<file path="src/rtl/ex_stage_pkg.sv">
// Shared encodings for the execute stage: ALU opcodes, result classes and
// divider states, plus the two's-complement helpers the divider relies on.
package ex_stage_pkg;

  localparam int DATA_W = 32;

  localparam logic [7:0] EXE_NOP_OP  = 8'b0000_0000;
  localparam logic [7:0] EXE_AND_OP  = 8'b0010_0100;
  localparam logic [7:0] EXE_OR_OP   = 8'b0010_0101;
  localparam logic [7:0] EXE_XOR_OP  = 8'b0010_0110;
  localparam logic [7:0] EXE_NOR_OP  = 8'b0010_0111;
  localparam logic [7:0] EXE_SLL_OP  = 8'b0111_1100;
  localparam logic [7:0] EXE_SRL_OP  = 8'b0000_0010;
  localparam logic [7:0] EXE_SRA_OP  = 8'b0000_0011;
  localparam logic [7:0] EXE_MFHI_OP = 8'b0001_0000;
  localparam logic [7:0] EXE_MTHI_OP = 8'b0001_0001;
  localparam logic [7:0] EXE_MFLO_OP = 8'b0001_0010;
  localparam logic [7:0] EXE_MTLO_OP = 8'b0001_0011;
  localparam logic [7:0] EXE_SLT_OP  = 8'b0010_1010;
  localparam logic [7:0] EXE_SLTU_OP = 8'b0010_1011;
  localparam logic [7:0] EXE_ADD_OP  = 8'b0010_0000;
  localparam logic [7:0] EXE_ADDU_OP = 8'b0010_0001;
  localparam logic [7:0] EXE_SUB_OP  = 8'b0010_0010;
  localparam logic [7:0] EXE_SUBU_OP = 8'b0010_0011;
  localparam logic [7:0] EXE_DIV_OP  = 8'b0001_1010;
  localparam logic [7:0] EXE_DIVU_OP = 8'b0001_1011;
  localparam logic [7:0] EXE_JAL_OP  = 8'b0101_0000;
  localparam logic [7:0] EXE_JALR_OP = 8'b0000_1001;

  localparam logic [2:0] EXE_RES_NOP         = 3'b000;
  localparam logic [2:0] EXE_RES_LOGIC       = 3'b001;
  localparam logic [2:0] EXE_RES_SHIFT       = 3'b010;
  localparam logic [2:0] EXE_RES_MOVE        = 3'b011;
  localparam logic [2:0] EXE_RES_ARITHMETIC  = 3'b100;
  localparam logic [2:0] EXE_RES_JUMP_BRANCH = 3'b110;

  typedef enum logic [1:0] {
    DivFree   = 2'b00,
    DivByZero = 2'b01,
    DivOn     = 2'b10,
    DivEnd    = 2'b11
  } div_state_e;

  function automatic logic [DATA_W-1:0] neg32(input logic [DATA_W-1:0] v);
    return ~v + 32'd1;
  endfunction

  // Magnitude of a value that is only treated as signed when en is set.
  function automatic logic [DATA_W-1:0] mag32(input logic [DATA_W-1:0] v, input logic en);
    return (en && v[DATA_W-1]) ? neg32(v) : v;
  endfunction

endpackage

</file>
<file path="src/rtl/ex_stage_div.sv">
// Multi-cycle restoring divider for DIV/DIVU: works on operand magnitudes,
// then applies the MIPS sign rules (quotient by sign XOR, remainder follows dividend).
module div
  import ex_stage_pkg::*;
#(
  parameter int DIV_CYCLES = 32
) (
  input  logic        clk,
  input  logic        rst,
  input  logic        start,
  input  logic        signed_div,
  input  logic [31:0] opdata1,
  input  logic [31:0] opdata2,
  output logic [63:0] result,
  output logic        ready
);

  localparam int CW = $clog2(DIV_CYCLES + 1);
  localparam logic [CW-1:0] LAST = CW'(DIV_CYCLES);

  div_state_e    r_state;
  logic [CW-1:0] r_cnt;
  logic [64:0]   r_work;
  logic [31:0]   r_divisor;
  logic          r_neg_q;
  logic          r_neg_r;

  logic          w_fits;
  logic [31:0]   w_sub;
  logic [31:0]   w_quo;
  logic [31:0]   w_rem;

  // r_work[64:32] is the partial remainder with the next dividend bit appended;
  // it never exceeds 33 bits, and whenever it fits the difference fits in 32.
  assign w_fits = r_work[64:32] >= {1'b0, r_divisor};
  assign w_sub  = r_work[63:32] - r_divisor;
  assign w_quo  = r_work[31:0];
  assign w_rem  = r_work[64:33];

  always_ff @(negedge clk) begin
    if (rst) begin
      r_state   <= DivFree;
      r_cnt     <= '0;
      r_work    <= '0;
      r_divisor <= '0;
      r_neg_q   <= 1'b0;
      r_neg_r   <= 1'b0;
      result    <= '0;
      ready     <= 1'b0;
    end else begin
      case (r_state)
        DivFree: begin
          if (start) begin
            if (opdata2 == 32'd0) begin
              r_state <= DivByZero;
            end else begin
              r_state   <= DivOn;
              r_cnt     <= '0;
              r_work    <= {32'd0, mag32(opdata1, signed_div), 1'b0};
              r_divisor <= mag32(opdata2, signed_div);
              r_neg_q   <= signed_div & (opdata1[31] ^ opdata2[31]);
              r_neg_r   <= signed_div & opdata1[31];
            end
          end
        end
        DivByZero: begin
          result  <= '0;
          ready   <= 1'b1;
          r_state <= DivEnd;
        end
        DivOn: begin
          if (r_cnt != LAST) begin
            r_work <= w_fits ? {w_sub, r_work[31:0], 1'b1} : {r_work[63:0], 1'b0};
            r_cnt  <= r_cnt + CW'(1);
          end else begin
            result  <= {(r_neg_r ? neg32(w_rem) : w_rem), (r_neg_q ? neg32(w_quo) : w_quo)};
            ready   <= 1'b1;
            r_state <= DivEnd;
          end
        end
        DivEnd: begin
          ready   <= 1'b0;
          r_state <= DivFree;
        end
        default: r_state <= DivFree;
      endcase
    end
  end

endmodule

</file>
<file path="src/rtl/ex_stage.sv">
// MIPS execute stage: combinational ALU result, HI/LO write data, and the
// stall handshake around the embedded multi-cycle divider.
module ex_stage
  import ex_stage_pkg::*;
#(
  parameter int DIV_CYCLES = 32
) (
  input  logic        clk,
  input  logic        rst,
  input  logic [7:0]  aluop_i,
  input  logic [2:0]  alusel_i,
  input  logic [31:0] reg1_i,
  input  logic [31:0] reg2_i,
  input  logic [4:0]  wd_i,
  input  logic        wreg_i,
  input  logic [31:0] link_address_i,
  input  logic        is_in_delayslot_i,
  input  logic [31:0] hi_i,
  input  logic [31:0] lo_i,
  output logic [4:0]  wd_o,
  output logic        wreg_o,
  output logic [31:0] wdata_o,
  output logic        whilo_o,
  output logic [31:0] hi_o,
  output logic [31:0] lo_o,
  output logic        is_in_delayslot_o,
  output logic        stallreq_o
);

  logic signed [31:0] w_a_s;
  logic signed [31:0] w_b_s;
  logic [31:0]        w_sum;
  logic [31:0]        w_diff;
  logic               w_add_ov;
  logic               w_sub_ov;
  logic [31:0]        w_logic;
  logic [31:0]        w_shift;
  logic [31:0]        w_arith;
  logic [31:0]        w_move;
  logic               w_is_div;
  logic               w_signed_div;
  logic               w_div_start;
  logic               w_div_ready;
  logic [63:0]        w_div_result;

  assign w_a_s  = reg1_i;
  assign w_b_s  = reg2_i;
  assign w_sum  = reg1_i + reg2_i;
  assign w_diff = reg1_i - reg2_i;

  // Signed overflow: result sign disagrees with what the operand signs imply.
  assign w_add_ov = (reg1_i[31] == reg2_i[31]) && (w_sum[31] != reg1_i[31]);
  assign w_sub_ov = (reg1_i[31] != reg2_i[31]) && (w_diff[31] != reg1_i[31]);

  always_comb begin
    w_logic = '0;
    case (aluop_i)
      EXE_OR_OP:  w_logic = reg1_i | reg2_i;
      EXE_AND_OP: w_logic = reg1_i & reg2_i;
      EXE_XOR_OP: w_logic = reg1_i ^ reg2_i;
      EXE_NOR_OP: w_logic = ~(reg1_i | reg2_i);
      default:    w_logic = '0;
    endcase
  end

  always_comb begin
    w_shift = '0;
    case (aluop_i)
      EXE_SLL_OP: w_shift = reg2_i << reg1_i[4:0];
      EXE_SRL_OP: w_shift = reg2_i >> reg1_i[4:0];
      EXE_SRA_OP: w_shift = w_b_s >>> reg1_i[4:0];
      default:    w_shift = '0;
    endcase
  end

  always_comb begin
    w_arith = '0;
    case (aluop_i)
      EXE_ADD_OP, EXE_ADDU_OP: w_arith = w_sum;
      EXE_SUB_OP, EXE_SUBU_OP: w_arith = w_diff;
      EXE_SLT_OP:              w_arith = {31'd0, (w_a_s < w_b_s)};
      EXE_SLTU_OP:             w_arith = {31'd0, (reg1_i < reg2_i)};
      default:                 w_arith = '0;
    endcase
  end

  always_comb begin
    w_move = '0;
    case (aluop_i)
      EXE_MFHI_OP: w_move = hi_i;
      EXE_MFLO_OP: w_move = lo_i;
      default:     w_move = '0;
    endcase
  end

  always_comb begin
    wdata_o = '0;
    case (alusel_i)
      EXE_RES_LOGIC:       wdata_o = w_logic;
      EXE_RES_SHIFT:       wdata_o = w_shift;
      EXE_RES_ARITHMETIC:  wdata_o = w_arith;
      EXE_RES_MOVE:        wdata_o = w_move;
      EXE_RES_JUMP_BRANCH: wdata_o = link_address_i;
      default:             wdata_o = '0;
    endcase
  end

  assign wd_o              = wd_i;
  assign is_in_delayslot_o = is_in_delayslot_i;
  assign wreg_o            = wreg_i & ~(((aluop_i == EXE_ADD_OP) & w_add_ov) |
                                        ((aluop_i == EXE_SUB_OP) & w_sub_ov));

  // The divider keeps the pipeline frozen until it reports ready for one cycle.
  assign w_is_div     = (aluop_i == EXE_DIV_OP) || (aluop_i == EXE_DIVU_OP);
  assign w_signed_div = (aluop_i == EXE_DIV_OP);
  assign w_div_start  = w_is_div & ~w_div_ready;
  assign stallreq_o   = w_div_start;

  div #(
    .DIV_CYCLES(DIV_CYCLES)
  ) u_div (
    .clk       (clk),
    .rst       (rst),
    .start     (w_div_start),
    .signed_div(w_signed_div),
    .opdata1   (reg1_i),
    .opdata2   (reg2_i),
    .result    (w_div_result),
    .ready     (w_div_ready)
  );

  always_comb begin
    whilo_o = 1'b0;
    hi_o    = '0;
    lo_o    = '0;
    case (aluop_i)
      EXE_MTHI_OP: begin
        whilo_o = 1'b1;
        hi_o    = reg1_i;
        lo_o    = lo_i;
      end
      EXE_MTLO_OP: begin
        whilo_o = 1'b1;
        hi_o    = hi_i;
        lo_o    = reg1_i;
      end
      EXE_DIV_OP, EXE_DIVU_OP: begin
        if (w_div_ready) begin
          whilo_o = 1'b1;
          hi_o    = w_div_result[63:32];
          lo_o    = w_div_result[31:0];
        end
      end
      default: begin
        whilo_o = 1'b0;
      end
    endcase
  end

endmodule
</file>
<file path="config.mk">
export PLATFORM = sky130hd
export DESIGN_NAME = ex_stage
export DESIGN_NICKNAME = d
export VERILOG_FILES = /design/src/rtl/ex_stage_pkg.sv /design/src/rtl/ex_stage_div.sv /design/src/rtl/ex_stage.sv
export SDC_FILE = /design/constraint.sdc
export NUM_CORES = 1
export LEC_CHECK = 0
export ABC_CLOCK_PERIOD_IN_PS = 6820
export CAP_MARGIN = 20
export CORE_ASPECT_RATIO = 0.5
export CORE_UTILIZATION = 58
export DETAILED_ROUTE_END_ITERATION = 10
export PLACE_DENSITY = 0.82
export SYNTH_ARGS = -nofsm -noshare
export SYNTH_HDL_FRONTEND = slang
export SYNTH_HIERARCHICAL = 1
export SYNTH_SLANG_ARGS = --single-unit
</file>
<file path="constraint.sdc">
create_clock -name clk -period 6.82 [get_ports clk]
set_input_delay 1.364 -clock clk [delete_from_list [all_inputs] [get_ports clk]]
set_output_delay 1.364 -clock clk [all_outputs]
set_load 0.1 [all_outputs]
</file>
==> results of run 1 <==
==> metrics by stage <==
step	setup TNS, ps	hold slack, ps	instances	utilization, %
floorplan	-39530	425	3048	-
CTS	-9590	456	4067	79.8
global placement	-92030	439	3832	74.4
detailed placement	-104380	449	3832	74.4
==> metal layers <==
metal / global-route usage [%] / GRT overflow
met1: 84.2 / 24
met2: 92.6 / 120
met3: 68.5 / 47
met4: 64.0 / 54
met5: 55.3 / 2
==> cell usage after synthesis (14+ instances only) <==
library cell	instances	area (um^2)
a211oi_1	59	443
a21o_1	25	188
a21oi_1	260	1300
a221oi_1	20	175
a22oi_1	36	270
a31oi_1	28	175
and2_1	14	87.6
buf_1	29	109
buf_2	38	190
buf_4	21	158
clkbuf_1	130	488
dfxtp_1	172	3440
ha_1	140	1750
inv_1	162	608
mux2i_1	175	1750
mux4_2	57	1280
nand2_1	317	1190
nand2b_1	24	150
nand3_1	59	295
nand4_1	19	119
nor2_1	328	1230
nor2b_1	22	138
nor3_1	47	235
nor4_1	15	93.8
o211ai_1	43	323
o21ai_0	248	1240
o21bai_1	23	173
o221ai_1	29	254
o22ai_1	38	238
o31ai_1	47	353
or3_1	35	219
or4_1	22	165
xnor2_1	128	1120
xor2_1	75	657
==> cell families after synthesis <==
| kind of cell | synth area share (%) |
|---|---|
| DFF | 15.6 |
| buffers and inverters | 7.36 |
| muxes | 14.0 |
| AOI/OAI and AO/OA | 26.9 |
| adders and majority gates | 8.19 |
| xor gates and xnor gates | 8.04 |
| and+or+nand+nor | 19.9 |
==> repair_timing <==
item | CTS
resized for setup | 152
cloned | 10
endpoints found under the setup margin | 119
pin swaps | 49
setup buffers | 24
hold endpoints to repair | 0
==> impl_metrics.py, run 1 <==
metrics = {
    "status": {
        "outcome": "aborted with a tool error",
        "failed_stage": "5_1_grt",
        "firstError": "[ERROR GRT-0232] Routing congestion too high. Check the congestion heatmap in the GUI.",
    },
    "logic_synthesis": {
        "syn_inst": 3048,
        "syn_avg_cell_area_um2": 7.26,
        "synthFlopType": "dfxtp_1",
        "mappedNetlistArea_um2": 22100,
        "synth_edf_count": 0,
        "ys_types": 93,
        "synth_seq_area_share_pct": 15.6,
        "synth_warnings": 6,
        "async_reset_ff_share_pct": 0,
        "ys_ff_latch": 172,
        "syn_nets": 3371,
    },
    "floorplan": {
        "rows": 50,
        "start_util_pct": 59.0,
        "fp.dieH_um": 140,
        "die_width_um": 278,
        "io_pins": 285,
    },
    "clocking": {
        "clk_path_buf_depth": 2,
        "cts.sinks": 172,
        "cts_buffers": 17,
        "hold_buffers": 0,
        "clockRootBuffer": "clkbuf_16",
        "htree_num_levels": 4,
    },
    "place": {
        "globalplace.congestion": 1.12,
        "dp_worst_setup_slack_ps": -1100,
        "place_area_um2": 27900,
        "portBuffers": 272,
        "place_hpwl_um": 81600,
    },
    "global_routing": {
        "grt.total_usage_pct": 79.7,
        "grt_overflow": 247,
        "grt_max_degree": 155,
    },
}
==> run 2: changes to the inputs <==
--- a/config.mk
+++ b/config.mk
@@ -7,10 +7,9 @@
 export LEC_CHECK = 0
 export ABC_CLOCK_PERIOD_IN_PS = 6820
 export CAP_MARGIN = 20
-export CORE_ASPECT_RATIO = 0.5
-export CORE_UTILIZATION = 58
+export CORE_UTILIZATION = 40
 export DETAILED_ROUTE_END_ITERATION = 10
-export PLACE_DENSITY = 0.82
+export PLACE_DENSITY_LB_ADDON = 0.15
 export SYNTH_ARGS = -nofsm -noshare
 export SYNTH_HDL_FRONTEND = slang
 export SYNTH_HIERARCHICAL = 1
==> impl_metrics.py, run 2 <==
metrics = {
    "logic_synthesis": {
        "synth_edf_count": 0,
        "yosysTopAreaCellShare_pct": 15.6,
        "yosys.area_share.simple_pct": 19.9,
        "synth_common_cells": "nor2_1, nand2_1, a21oi_1, o21ai_0, mux2i_1",
        "synth_top_family_by_area": "compound AO/OA/AOI/OAI gates",
        "synthFlopType": "dfxtp_1",
        "mappedNetlistArea_um2": 22100,
        "synth_most_common_cell": "nor2_1",
        "ys_ff_latch": 172,
        "synthMuxAreaShare_pct": 14.0,
        "syn_avg_cell_area_um2": 7.26,
        "synth_warnings": 6,
        "syn_inst": 3048,
        "synth-adder-area-share_pct": 8.19,
        "syn_nets": 3371,
        "ys_top_cells_by_area": "dfxtp_1, ha_1, mux2i_1, a21oi_1, mux4_2",
        "yosys.area.top_type": "dfxtp_1",
        "async_reset_ff_share_pct": 0,
        "synth_xor_area_share_pct": 8.04,
        "synth_compound_area_share_pct": 26.9,
        "synth_seq_area_share_pct": 15.6,
        "ys_types": 93,
    },
    "timing": {
        "timing.slew.headroom_pct": 32.4,
        "drv_slew": 0,
        "tightest_slew_ps": 1010,
        "hold_violations": 0,
        "finalSetupTns_ps": -2320,
        "setup_viol": 73,
        "final.setup.worst_slack_ps": -93.6,
        "rsz0062_at_grt": "yes",
        "fin_skew_ps": 31.8,
    },
    "status": {
        "violations": "setup timing",
        "outcome": "finished with violations",
    },
    "global_routing": {
        "grt_overflow": 0,
        "grt_pass1_vias": 26000,
        "grt_max_degree": 124,
        "grt_pass1_wl_um": 167000,
        "antenna_found_initial": 7,
        "grt.total_usage_pct": 39.5,
    },
    "power_and_ir_drop": {
        "p_leak_nw": 12.7,
        "peakVddDrop_uv": 231,
        "power.density_nw_per_um2": 166,
    },
    "job": {
        "max_cap_viol_count": 0,
    },
    "setup_path": {
        "critPathLaunchType": "input port",
        "worst-r2r-cell-count": 12,
        "critical_path_arrival_ps": 3910,
        "endpoint_kind": "flip-flop",
        "crit_path_max_fanout": 6,
        "path_delay_family": "simple AND/OR/NAND/NOR gates",
        "worstSetupPathType": "input port to flip-flop",
        "critical_path_required_ps": 3820,
        "path_buf_inv": 4,
        "rr_startpoint": "u_div/r_work[32]",
        "cp_slowest_cell": "or4_4",
        "timing.rr.end": "u_div/r_work[61]",
        "rrSetupSlack_ps": 3080,
        "crit_chain": "buf_6, or4_4, or3_4, or3_4, nor4_4, buf_6, buf_4, or3_4, buf_6, nand2_1, a21oi_2",
        "max_stage_delay_ps": 520,
    },
    "final_layout": {
        "largest_registers": "u_div/r_work: 65 flops, u_div/result: 64 flops, u_div/r_divisor: 32 flops",
        "final_nets": 3872,
        "nFillCells": 5142,
        "area_growth_pct": 36.2,
        "largest-register": "u_div/r_work",
        "largest_register_ffs": 65,
        "final_cell_mix": "inv_1, nand2_1, nor2_1, a21oi_1, buf_4",
        "layout_commonest_cell": "inv_1",
        "drive_gt1_share_pct": 19.6,
    },
    "min_path": {
        "whs_endpoint": "u_div/result[33]",
        "hold_start": "u_div/result[33]",
        "hold_depth": 2,
        "min_path_type": "flip-flop to flip-flop",
    },
    "clocking": {
        "clk_path_buf_depth": 2,
        "cts_tree": "built",
        "htree_num_levels": 4,
        "clk_latency_ps": 490,
        "clockRootBuffer": "clkbuf_16",
        "clk_pin_slew_ps": 50,
        "cts.sinks": 172,
        "hold_buffers": 0,
        "cts_buffers": 17,
    },
    "place": {
        "dp_worst_setup_slack_ps": -1160,
        "portBuffers": 272,
        "globalplace.congestion": 1.07,
        "place_hpwl_um": 89300,
    },
    "routing": {
        "ant_nets": 0,
        "met2WireLength_um": 49900,
        "met3_length_um": 9870,
        "top_layer_used": "met4",
        "routed_via_density": 6.34,
        "dr.pass1.iters": 6,
        "wirelength_um": 115000,
        "vias": 27000,
        "wl_per_cell_um": 26.9,
        "drt-met1-wl_um": 48800,
        "drt-initial-drc-count": 3245,
        "drc": 0,
    },
    "floorplan": {
        "start_util_pct": 40.8,
        "core-area_um2": 54200,
        "rows": 85,
        "io_pins": 285,
        "fp.dieH_um": 237,
        "die_width_um": 237,
        "die-area_um2": 56200,
    },
}
-- run 2: area by class of cell --
cell class / count / area, um^2 / area share (%)
diodes: 6 / 15.0 / 0.0498
clock buffers: 17 / 425 / 1.41
clock inverters: 187 / 850 / 2.82
inverters: 163 / 612 / 2.03
multi-input cells: 2490 / 18000 / 59.8
flip-flops and latches: 172 / 3440 / 11.4
well taps: 696 / 871 / 2.89
repair buffers: 533 / 5900 / 19.6
-- run 2: kinds of logic after synthesis --
group,count (synthesis)
AO/OA/AOI/OAI,949
XOR/XNOR,203
adder cells (fa/ha/maj),143
buffers and inverters,388
flip-flops,172
multiplexers,237
AND/OR/NAND/NOR,956
-- run 2: timing repair --
action	in CTS	in global routing
buffers inserted	5	4
setup endpoints to repair	117	122
pin swaps	24	20
gates cloned	3	0
gates resized for setup	94	81
-- run 2: power by group --
group / switching, mW / internal, mW
Sequential: 0.137 / 1.10
Combinational: 1.42 / 0.879
Clock: 0.813 / 0.646
Total: 2.37 / 2.62
-- run 2: metrics by stage --
stage | hold WS [ps] | utilization, % | area, um^2 | instances | power (mW)
global route | 473 | 55.5 | 30100 | 4263 | 5.29
CTS | 452 | 54.8 | 29700 | 4253 | 4.93
finish | 452 | 55.5 | 30100 | 4264 | 4.99
global placement | 440 | 52.0 | 28200 | 4042 | 3.52
detailed placement | 444 | 52.0 | 28200 | 4043 | 3.55
floorplan | 425 | - | 22700 | 3048 | 2.77
-- run 2: tightest hold or removal path, cell delays in order (launching register included) --
cell and delay [ps]:
dfxtp_1 300, nand2_1 50, a21oi_1 50
-- run 2: how the worst max path moves through the flow --
stage | depth (start not counted) | end | startpoint
floorplan | 9 | u_div/r_work[41] | aluop_i[2]
global placement | 11 | u_div/r_work[23] | reg2_i[19]
detailed placement | 11 | u_div/r_work[19] | reg2_i[19]
CTS | 10 | u_div/r_work[59] | reg2_i[15]
global route | 10 | u_div/r_work[63] | reg2_i[15]
finish | 11 | u_div/r_work[0] | reg2_i[15]
-- run 2: routing by layer --
metal / up-vias / track usage (%)
met5: - / 0
met4: 0 / 20.9
met3: 220 / 6.93
met2: 1568 / 59.7
met1: 13200 / 53.4
li1: 12000 / -
Power figures use the tool's default switching activity.
